`config.mk`:
```
export PLATFORM = sky130hd
export DESIGN_NAME = recorder_ctrl
export DESIGN_NICKNAME = d
export VERILOG_FILES = /design/src/rtl/recorder_pkg.sv /design/src/rtl/play_rate_gen.sv /design/src/rtl/recorder_ctrl.sv
export SDC_FILE = /design/constraint.sdc
export NUM_CORES = 1
export LEC_CHECK = 0
export ABC_AREA = 1
export CAP_MARGIN = 10
export CORE_UTILIZATION = 35
export CTS_CLUSTER_DIAMETER = 150
export CTS_CLUSTER_SIZE = 40
export DETAILED_ROUTE_END_ITERATION = 8
export GPL_TIMING_DRIVEN = 0
export PLACE_DENSITY_LB_ADDON = 0.25
export SYNTH_ARGS = -nofsm -noshare
export SYNTH_HDL_FRONTEND = slang
export SYNTH_SLANG_ARGS = --single-unit
```
`constraint.sdc`:
```
create_clock -name i_clk -period 3.8 [get_ports i_clk]
set_input_delay 0.76 -clock i_clk [delete_from_list [all_inputs] [get_ports i_clk]]
set_output_delay 0.76 -clock i_clk [all_outputs]
set_load 0.02 [all_outputs]
```
`src/rtl/recorder_pkg.sv`:
```
// recorder_pkg: shared widths, limits and state encoding for the audio recorder controller.
//   ADDR_W   - SRAM word address width
//   DATA_W   - sample / SRAM data width
//   RATE_W   - width of the playback rate factor f (1..8)
//   REP_W    - width of the slow-mode repeat counter (0..7)
//   MAX_ADDR - highest SRAM address; a write here ends the recording
//   state_e  - controller state, encoding as seen on o_state
package recorder_pkg;

  localparam int unsigned ADDR_W = 20;
  localparam int unsigned DATA_W = 16;
  localparam int unsigned RATE_W = 4;
  localparam int unsigned REP_W  = 3;

  localparam logic [ADDR_W-1:0] MAX_ADDR = {ADDR_W{1'b1}};

  typedef enum logic [2:0] {
    StIdle  = 3'd0,
    StHold  = 3'd1,
    StRec   = 3'd2,
    StPlay  = 3'd3,
    StPause = 3'd4
  } state_e;

endpackage

```
`src/rtl/play_rate_gen.sv`:
```
// play_rate_gen: combinational playback address stepper, evaluated once per output sample.
//   addr_i      - address of the sample just output
//   rep_i       - number of repeats of this sample already completed (slow mode)
//   rate_i      - rate factor f (1..8)
//   fast_i      - 1: skip f addresses per output, 0: repeat each sample f times
//   end_addr_i  - last address of the recording
//   next_addr_o - address for the next output
//   next_rep_o  - repeat count for the next output
//   done_o      - playback has run past the end of the recording
module play_rate_gen
  import recorder_pkg::*;
(
  input  logic [ADDR_W-1:0] addr_i,
  input  logic [REP_W-1:0]  rep_i,
  input  logic [RATE_W-1:0] rate_i,
  input  logic              fast_i,
  input  logic [ADDR_W-1:0] end_addr_i,
  output logic [ADDR_W-1:0] next_addr_o,
  output logic [REP_W-1:0]  next_rep_o,
  output logic              done_o
);

  // One spare bit so that stepping past MAX_ADDR cannot wrap back into the recording.
  logic [ADDR_W:0] sum;
  logic            advance;

  always_comb begin
    sum        = {1'b0, addr_i};
    next_rep_o = '0;
    advance    = 1'b0;
    if (fast_i) begin
      sum     = {1'b0, addr_i} + {{(ADDR_W + 1 - RATE_W){1'b0}}, rate_i};
      advance = 1'b1;
    end else if (({1'b0, rep_i} + 4'd1) >= rate_i) begin
      // ">=" rather than "==" so a rate lowered mid-sample moves on at once.
      sum     = {1'b0, addr_i} + (ADDR_W + 1)'(1);
      advance = 1'b1;
    end else begin
      next_rep_o = rep_i + REP_W'(1);
    end
    next_addr_o = sum[ADDR_W-1:0];
    done_o      = advance && (sum > {1'b0, end_addr_i});
  end

endmodule

```
`src/rtl/recorder_ctrl.sv`:
```
// recorder_ctrl: record/playback controller between a sample codec and an external SRAM.
//   i_clk, i_rst                - clock, asynchronous active-high reset
//   i_key_rec/play/pause/stop   - one-cycle command pulses (stop > pause > rec > play)
//   i_sw_fast, i_sw_speed       - playback mode and rate factor f = i_sw_speed + 1
//   i_sample_tick, i_adc_data   - codec sample strobe and record sample
//   i_sram_rdata                - SRAM read data for o_sram_addr (combinational)
//   o_state                     - 0 idle, 1 hold, 2 record, 3 play, 4 pause
//   o_sram_addr/we/wdata        - SRAM port
//   o_dac_data, o_dac_valid     - playback sample and its one-cycle strobe
//   o_end_addr                  - last address written by the latest recording
// A tick is registered into a one-cycle write or output strobe; the address only moves at the
// end of that strobe cycle, so the strobe always presents the address it belongs to.
module recorder_ctrl
  import recorder_pkg::*;
(
  input  logic              i_clk,
  input  logic              i_rst,
  input  logic              i_key_rec,
  input  logic              i_key_play,
  input  logic              i_key_pause,
  input  logic              i_key_stop,
  input  logic              i_sw_fast,
  input  logic [2:0]        i_sw_speed,
  input  logic              i_sample_tick,
  input  logic [DATA_W-1:0] i_adc_data,
  input  logic [DATA_W-1:0] i_sram_rdata,
  output logic [2:0]        o_state,
  output logic [ADDR_W-1:0] o_sram_addr,
  output logic              o_sram_we,
  output logic [DATA_W-1:0] o_sram_wdata,
  output logic [DATA_W-1:0] o_dac_data,
  output logic              o_dac_valid,
  output logic [ADDR_W-1:0] o_end_addr
);

  state_e              state_q, state_d;
  logic [ADDR_W-1:0]   addr_q, addr_d;
  logic [REP_W-1:0]    rep_q, rep_d;
  logic [RATE_W-1:0]   rate_q, rate_d;
  logic                fast_q, fast_d;
  logic                recorded_q, recorded_d;
  logic [ADDR_W-1:0]   end_q, end_d;
  logic                we_q, we_d;
  logic [DATA_W-1:0]   wdata_q, wdata_d;
  logic                dv_q, dv_d;
  logic [DATA_W-1:0]   dac_q, dac_d;

  logic                k_stop, k_pause, k_rec, k_play;
  logic                go_idle;
  logic [ADDR_W-1:0]   gen_addr;
  logic [REP_W-1:0]    gen_rep;
  logic                gen_done;

  // Only the highest-priority key pressed this cycle is seen.
  assign k_stop  = i_key_stop;
  assign k_pause = !i_key_stop && i_key_pause;
  assign k_rec   = !i_key_stop && !i_key_pause && i_key_rec;
  assign k_play  = !i_key_stop && !i_key_pause && !i_key_rec && i_key_play;

  play_rate_gen u_rate (
    .addr_i      (addr_q),
    .rep_i       (rep_q),
    .rate_i      (rate_q),
    .fast_i      (fast_q),
    .end_addr_i  (end_q),
    .next_addr_o (gen_addr),
    .next_rep_o  (gen_rep),
    .done_o      (gen_done)
  );

  always_comb begin
    state_d    = state_q;
    addr_d     = addr_q;
    rep_d      = rep_q;
    rate_d     = rate_q;
    fast_d     = fast_q;
    recorded_d = recorded_q;
    end_d      = end_q;
    we_d       = 1'b0;
    wdata_d    = wdata_q;
    dv_d       = 1'b0;
    dac_d      = dac_q;
    go_idle    = 1'b0;

    unique case (state_q)
      StIdle: begin
        if (k_rec) begin
          state_d = StRec;
          addr_d  = '0;
        end else if (k_play && recorded_q) begin
          state_d = StPlay;
          addr_d  = '0;
        end
      end
      StRec: begin
        // The write strobe completes even if a key arrives in the same cycle.
        if (we_q) begin
          end_d      = addr_q;
          recorded_d = 1'b1;
          if (addr_q == MAX_ADDR) go_idle = 1'b1;
          else                    addr_d  = addr_q + ADDR_W'(1);
        end
        if (k_stop)                    go_idle = 1'b1;
        else if (k_pause && !go_idle)  state_d = StHold;
        if (!go_idle && (state_d == StRec) && i_sample_tick) begin
          we_d    = 1'b1;
          wdata_d = i_adc_data;
        end
      end
      StHold: begin
        if (k_stop)                go_idle = 1'b1;
        else if (k_pause || k_rec) state_d = StRec;
      end
      StPlay: begin
        if (dv_q) begin
          addr_d = gen_addr;
          rep_d  = gen_rep;
          if (gen_done) go_idle = 1'b1;
        end
        if (k_stop)                    go_idle = 1'b1;
        else if (k_pause && !go_idle)  state_d = StPause;
        if (!go_idle && (state_d == StPlay) && i_sample_tick) begin
          dv_d   = 1'b1;
          dac_d  = i_sram_rdata;
          // Rate and mode are latched per tick and used when this output retires.
          rate_d = {1'b0, i_sw_speed} + RATE_W'(1);
          fast_d = i_sw_fast;
        end
      end
      StPause: begin
        if (k_stop)                 go_idle = 1'b1;
        else if (k_pause || k_play) state_d = StPlay;
      end
      default: go_idle = 1'b1;
    endcase

    if (go_idle) begin
      state_d = StIdle;
      addr_d  = '0;
      rep_d   = '0;
    end
  end

  always_ff @(posedge i_clk or posedge i_rst) begin
    if (i_rst) begin
      state_q    <= StIdle;
      addr_q     <= '0;
      rep_q      <= '0;
      rate_q     <= '0;
      fast_q     <= 1'b0;
      recorded_q <= 1'b0;
      end_q      <= '0;
      we_q       <= 1'b0;
      wdata_q    <= '0;
      dv_q       <= 1'b0;
      dac_q      <= '0;
    end else begin
      state_q    <= state_d;
      addr_q     <= addr_d;
      rep_q      <= rep_d;
      rate_q     <= rate_d;
      fast_q     <= fast_d;
      recorded_q <= recorded_d;
      end_q      <= end_d;
      we_q       <= we_d;
      wdata_q    <= wdata_d;
      dv_q       <= dv_d;
      dac_q      <= dac_d;
    end
  end

  assign o_state      = state_q;
  assign o_sram_addr  = addr_q;
  assign o_sram_we    = we_q;
  assign o_sram_wdata = wdata_q;
  assign o_dac_data   = dac_q;
  assign o_dac_valid  = dv_q;
  assign o_end_addr   = end_q;

endmodule

```
==> flow_summary.ini, run 1 <==
[synthesis]
yosysWarnings = 0
synth-edff-count = 0
ys_ff_latch = 86
synthDistinctLibCells = 44
syn_area_per_cell_sq_um = 7.20
synth_ff_type = dfrtp_1
yosys.area.top_type_share_pct = 38.6
synthTopCellsByArea = dfrtp_1, nand2_1, ha_1
synth_nets = 850
synth-async-reset-ratio_pct = 100
synth_area_sq_um = 5580
synthCells = 775
synth_top_cell_by_area = dfrtp_1
synth_seq_area_share_pct = 38.6

[placed_design]
port_buffers = 119
hpwl_um = 12400
numPlacedInstances = 1106
globalplace.congestion = 0.947

[final_layout]
final_nets = 1012
final_cell_mix = nand2_1, clkdlybuf4s50_1, dfrtp_1
layout-drive-gt1-share_pct = 20.2
area_delta_synth_final_pct = 48.3
fillers = 1441
n_antenna_cell = 0
finalNonFillerCells = 1153
final_common_cell = nand2_1

[critical_path]
critPathMaxFanout = 5
critPathLaunchType = flip-flop
worst-path-buf-inv = 6
critical_path.most_common_cell = nand2_1
critPathCaptureType = flip-flop
cp_top_family = simple AND/OR/NAND/NOR gates
worstPathRequired_ns = 4.05
critPathArrivalTime_ns = 4.19
slowest_stage = dfrtp_1
r2r_slack_ns = -0.14
path_class = flip-flop to flip-flop
critPathMaxStageDelay_ns = 0.42

[outcome]
violations = negative setup slack
status = finished with violations

[timing]
slew_violations = 0
maxSlewHeadroom_pct = 42.0
min_period_ns = 3.94
period_share_pct = 104
worstMarginPinSlew_ns = 0.868
fmax_mhz = 254
tns_ns = -3.88
finClkSkew_ns = 0.0135
setup_slack_ns = -0.142
hold_viol_final = 0
hold_slack_ns = 0.473
setup_viol = 40
rsz0062_at_grt = yes

[floorplan]
die_x_um = 128
ios = 120
die_area_sq_um = 16400
die_h_um = 128
core-area_sq_um = 15400
rows = 45
start_util_pct = 36.3

[power_and_ir_drop]
cellPowerDensity_nw_per_um2 = 847
irDropWorstVdd_mv = 0.439
pwr-share-comb_pct = 65.2
swShare_pct = 48.1
intPower_mw = 3.63
power_frac_clock_pct = 12.2
switching_power_mw = 3.37
p_leak_nw = 3.66
seqPwrFrac_pct = 22.6

[job]
maxCapViolations = 0

[routing]
drcViolationCount = 0
firstDrtPassIters = 5
initialDrtViolationCount = 518
wl_met1_um = 7720
via_per_inst = 5.03
wl_um = 18500
route.vias.total = 5802
dr_wl_met3_um = 1670
dr_wl_met2_um = 8590
top_layer = met4
antenna_left = 0
wire_per_inst_um = 16.0

[global_route]
grt_pass1_vias = 5623
antenna_found_initial = 0
gr-usage-all-layers_pct = 22.9
grt_pass1_wl_um = 28900
grt_start_max_net_pins = 66
overflow = 0

[cts]
cts.sinks = 86
clockBufferDepth = 2
cts_buffers = 9
cts.clk_slew.worst_paths_ns = 0.07
insertion_delay_ns = 0.36
cts_tree = yes
cts_root_buffer = clkbuf_16
htree_levels = 3

[hold_path]
holdCritPathClass = flip-flop to flip-flop
[state kept, by name, indices dropped and copies added (netlist names)]
signal / count
fast_q: 1
o_dac_valid: 1
o_sram_we: 1
rep_q: 3
o_sram_wdata: 16
rate_q: 4
o_sram_addr: 20
o_state: 3
o_dac_data: 16
recorded_q: 1
o_end_addr: 20
[cells in the mapped netlist (5+ instances only)]
| cell type | instances |
|---|---|
| a211oi_1 | 9 |
| a21oi_1 | 39 |
| a22oi_1 | 7 |
| and2_1 | 5 |
| buf_2 | 7 |
| clkbuf_1 | 11 |
| dfrtp_1 | 86 |
| ha_1 | 31 |
| inv_1 | 90 |
| nand2_1 | 258 |
| nand2_2 | 5 |
| nand3_1 | 23 |
| nand4_1 | 10 |
| nor2_1 | 68 |
| nor3_1 | 10 |
| o21ai_0 | 48 |
| xor2_1 | 21 |
[per-layer routing]
| metal | up-vias | global-route usage (%) |
|---|---|---|
| li1 | 2805 | - |
| met1 | 2703 | 28.5 |
| met2 | 250 | 37.2 |
| met3 | 44 | 7.10 |
| met4 | 0 | 8.10 |
| met5 | - | 0 |
[cell type report]
class | count | area (sq um) | share of cell area (%)
inverters | 95 | 362 | 4.37
multi-input cells | 570 | 3540 | 42.7
well taps | 211 | 264 | 3.19
clock inverters | 6 | 46.3 | 0.560
clock buffers | 10 | 229 | 2.77
repair buffers | 151 | 1510 | 18.3
plain buffers | 24 | 170 | 2.06
flip-flops and latches | 86 | 2160 | 26.1
[power groups by stage]
stage | logic (mW) | clock network (mW) | registers [mW]
final | 4.57 | 0.856 | 1.58
after floorplan | 1.87 | 0 | 1.87
after detailed placement | 3.55 | 0 | 1.57
after global routing | 4.97 | 0.911 | 1.63
after global placement | 3.49 | 0 | 1.57
after CTS | 4.16 | 0.872 | 1.57
[stage by stage]
| stage | setup WS (ns) | instance area (sq um) | power [mW] | utilization (%) |
|---|---|---|---|---|
| after CTS | -0.0683 | 7950 | 6.60 | 51.7 |
| after global routing | -0.393 | 8270 | 7.51 | 53.8 |
| after floorplan | 0.0345 | 5580 | 3.74 | - |
| after global placement | -1.08 | 7030 | 5.06 | 45.8 |
| final | -0.142 | 8270 | 7.01 | 53.8 |
| after detailed placement | -1.09 | 7060 | 5.11 | 46.0 |
[worst reg2reg max path, delay by kind of cell (launching register included)]
| kind | cells | cell delay [ns] |
|---|---|---|
| AO/OA/AOI/OAI | 4 | 0.58 |
| adder cells (fa/ha/maj) | 3 | 0.68 |
| buffers and inverters | 6 | 0.64 |
| flip-flops | 1 | 0.42 |
| AND/OR/NAND/NOR | 17 | 1.53 |
[cells by family (layout without fill, tap and decap cells)]
group	after synthesis	after routing	synth area share, %
AND/OR/NAND/NOR	394	395	29.4
XOR/XNOR	23	23	3.61
AO/OA/AOI/OAI	120	120	12.3
adder cells (fa/ha/maj)	32	32	7.31
buffers and inverters	120	286	8.77
flip-flops	86	86	38.6
[timing repair]
action,in CTS,in global routing
pin swaps,32,35
endpoints found under the setup margin,48,48
hold buffers,0,0
gates cloned,4,1
resized for setup,98,68
hold endpoints to repair,0,0
setup buffers,24,3
[path summary, 6_finish.rpt]
kind / endpoint / depth (start not counted) / from
min in group asynchronous: o_sram_wdata[6] / 2 / i_rst
setup / recovery: rate_q[3] / 30 / rep_q[0]
setup reg to reg: rate_q[3] / 30 / rep_q[0]
max in group asynchronous: o_sram_addr[11] / 3 / i_rst
hold reg to reg: recorded_q / 2 / recorded_q
hold / removal: recorded_q / 2 / recorded_q
(Power assumes the default switching activity.)
==> run 2: changes to the inputs <==
GPL_TIMING_DRIVEN = not set   (was 0)
==> flow_summary.ini, run 2 (same netlist as run 1, synthesis figures left out) <==
[outcome]
status = finished with violations
violations = negative setup slack

[final_layout]
multiInputGateArea_sq_um = 3470
n_antenna_cell = 0
final_cell_mix = nand2_1, clkdlybuf4s50_1, dfrtp_1
fillers = 1374
area_delta_synth_final_pct = 54.6
layout-drive-gt1-share_pct = 21.9
final_common_cell = nand2_1
regArea_sq_um = 2150
fin_area_sq_um = 8620
final_nets = 1047

[routing]
drcViolationCount = 0
initialDrtViolationCount = 372
wl_um = 18200
firstDrtPassIters = 7
via_per_inst = 4.89
wire_per_inst_um = 15.3
route.vias.total = 5814
antenna_left = 0

[critical_path]
crit_path_start = rep_q[1]
worstPathRequired_ns = 4.10
path_class = flip-flop to flip-flop
critical_path.most_common_cell = nand2_1
r2r-start = rep_q[1]
critPathMaxFanout = 6
r2r_slack_ns = -0.21
r2r.worst_path.cells = 31
critPathMaxStageDelay_ns = 0.42
critPathCaptureType = flip-flop
r2r-end = o_dac_data[4]
critPathLaunchType = flip-flop
cp-endpoint = o_dac_data[4]
critPathArrivalTime_ns = 4.31
slowest_stage = dfrtp_1

[cts]
htree_levels = 3
cts_root_buffer = clkbuf_16
cts_buffers = 9
cts.sinks = 86
clockBufferDepth = 2
cts_hold_buffers = 0
insertion_delay_ns = 0.36
cts_tree = yes
cts.clk_slew.worst_paths_ns = 0.07

[hold_path]
holdCritPathClass = flip-flop to flip-flop
hp-start = recorded_q

[job]
maxCapViolations = 0

[floorplan]
rows = 45
core-area_sq_um = 15400
ios = 120
die_h_um = 128
die_x_um = 128
die_area_sq_um = 16400
start_util_pct = 36.3

[global_route]
grt.met3_usage_pct = 7.22
antenna_found_initial = 0
busiest_layer = met2
grt_pass1_vias = 5622
gr-usage-all-layers_pct = 22.3
overflow = 0
use_met1_pct = 27.9
grt_start_max_net_pins = 45
use_met2_pct = 36.8
grt_pass1_wl_um = 28600

[timing]
min_period_ns = 4.01
slew_violations = 0
rsz0062_at_grt = yes
period_share_pct = 105
setup_viol = 48
fmax_mhz = 250
hold_slack_ns = 0.464
hold_viol_final = 0
worstMarginPinSlew_ns = 0.783
maxSlewHeadroom_pct = 47.7
setup_slack_ns = -0.207
finClkSkew_ns = 0.0139

[placed_design]
port_buffers = 119
place_area_sq_um = 7340
hpwl_um = 12100
globalplace.congestion = 0.921

[power_and_ir_drop]
total_power_mw = 7.39
p_leak_nw = 3.94
cellPowerDensity_nw_per_um2 = 857
irDropWorstVdd_mv = 0.420
==> run 2: changes by cell type in the layout (fill, tap and decap cells not counted), sizes merged <==
| cell | delta |
|---|---|
| buf | +47 |
| clkbuf | -11 |
| clkinvlp | -1 |
| inv | +1 |
| nand2 | -1 |
==> run 2: worst min path at each step <==
stage / endpoint / cells past startpoint
3_3_place_gp: recorded_q / 2
4_1_cts: recorded_q / 2
2_1_floorplan: recorded_q / 2
6_report: recorded_q / 2
3_5_place_dp: recorded_q / 2
5_1_grt: recorded_q / 2
==> run 2: layout make-up <==
class,count,area share (%)
tap,211,3.06
clock inverter,6,0.624
sequential,86,25.0
timing repair buffer,211,24.0
inverter,95,4.42
multi-input combinational,569,40.2
clock buffer,10,2.77
==> run 2: per-layer routing <==
metal / up-vias / share of wire (%)
met5: - / 0
met4: 0 / 2.8
met3: 43 / 8.3
met2: 241 / 46
met1: 2646 / 43
li1: 2884 / -
==> run 2: what timing repair did <==
| item | 4_1_cts | 5_1_grt |
|---|---|---|
| setup buffers | 28 | 9 |
| pin swaps | 19 | 34 |
| gates cloned | 2 | 2 |
| gates resized for setup | 70 | 86 |
| setup endpoints to repair | 48 | 48 |
==> run 2: where the power goes <==
group | total, mW | switching, mW | internal, mW
Sequential | 1.53 | 0.280 | 1.25
Combinational | 4.96 | 2.76 | 2.20
Clock | 0.896 | 0.423 | 0.473
==> run 2: metrics by stage <==
stage / instances / setup WS, ns / setup TNS, ns / util, %
5_1_grt: 1188 / -0.418 / -16.59 / 56.1
2_1_floorplan: 775 / 0.0345 / 0 / -
3_5_place_dp: 1134 / -0.205 / -6.23 / 47.8
3_3_place_gp: 1134 / -0.194 / -6.15 / 47.8
4_1_cts: 1179 / -0.0321 / -0.385 / 52.9
6_report: 1188 / -0.207 / -6.84 / 56.1
==> run 2: worst max-delay path, delay by kind of cell (launching register included) <==
| family | cells | cell delay (ns) |
|---|---|---|
| adder cells (fa/ha/maj) | 3 | 0.82 |
| flip-flops | 1 | 0.42 |
| buffers and inverters | 6 | 0.75 |
| AND/OR/NAND/NOR | 19 | 1.47 |
| AO/OA/AOI/OAI | 3 | 0.46 |
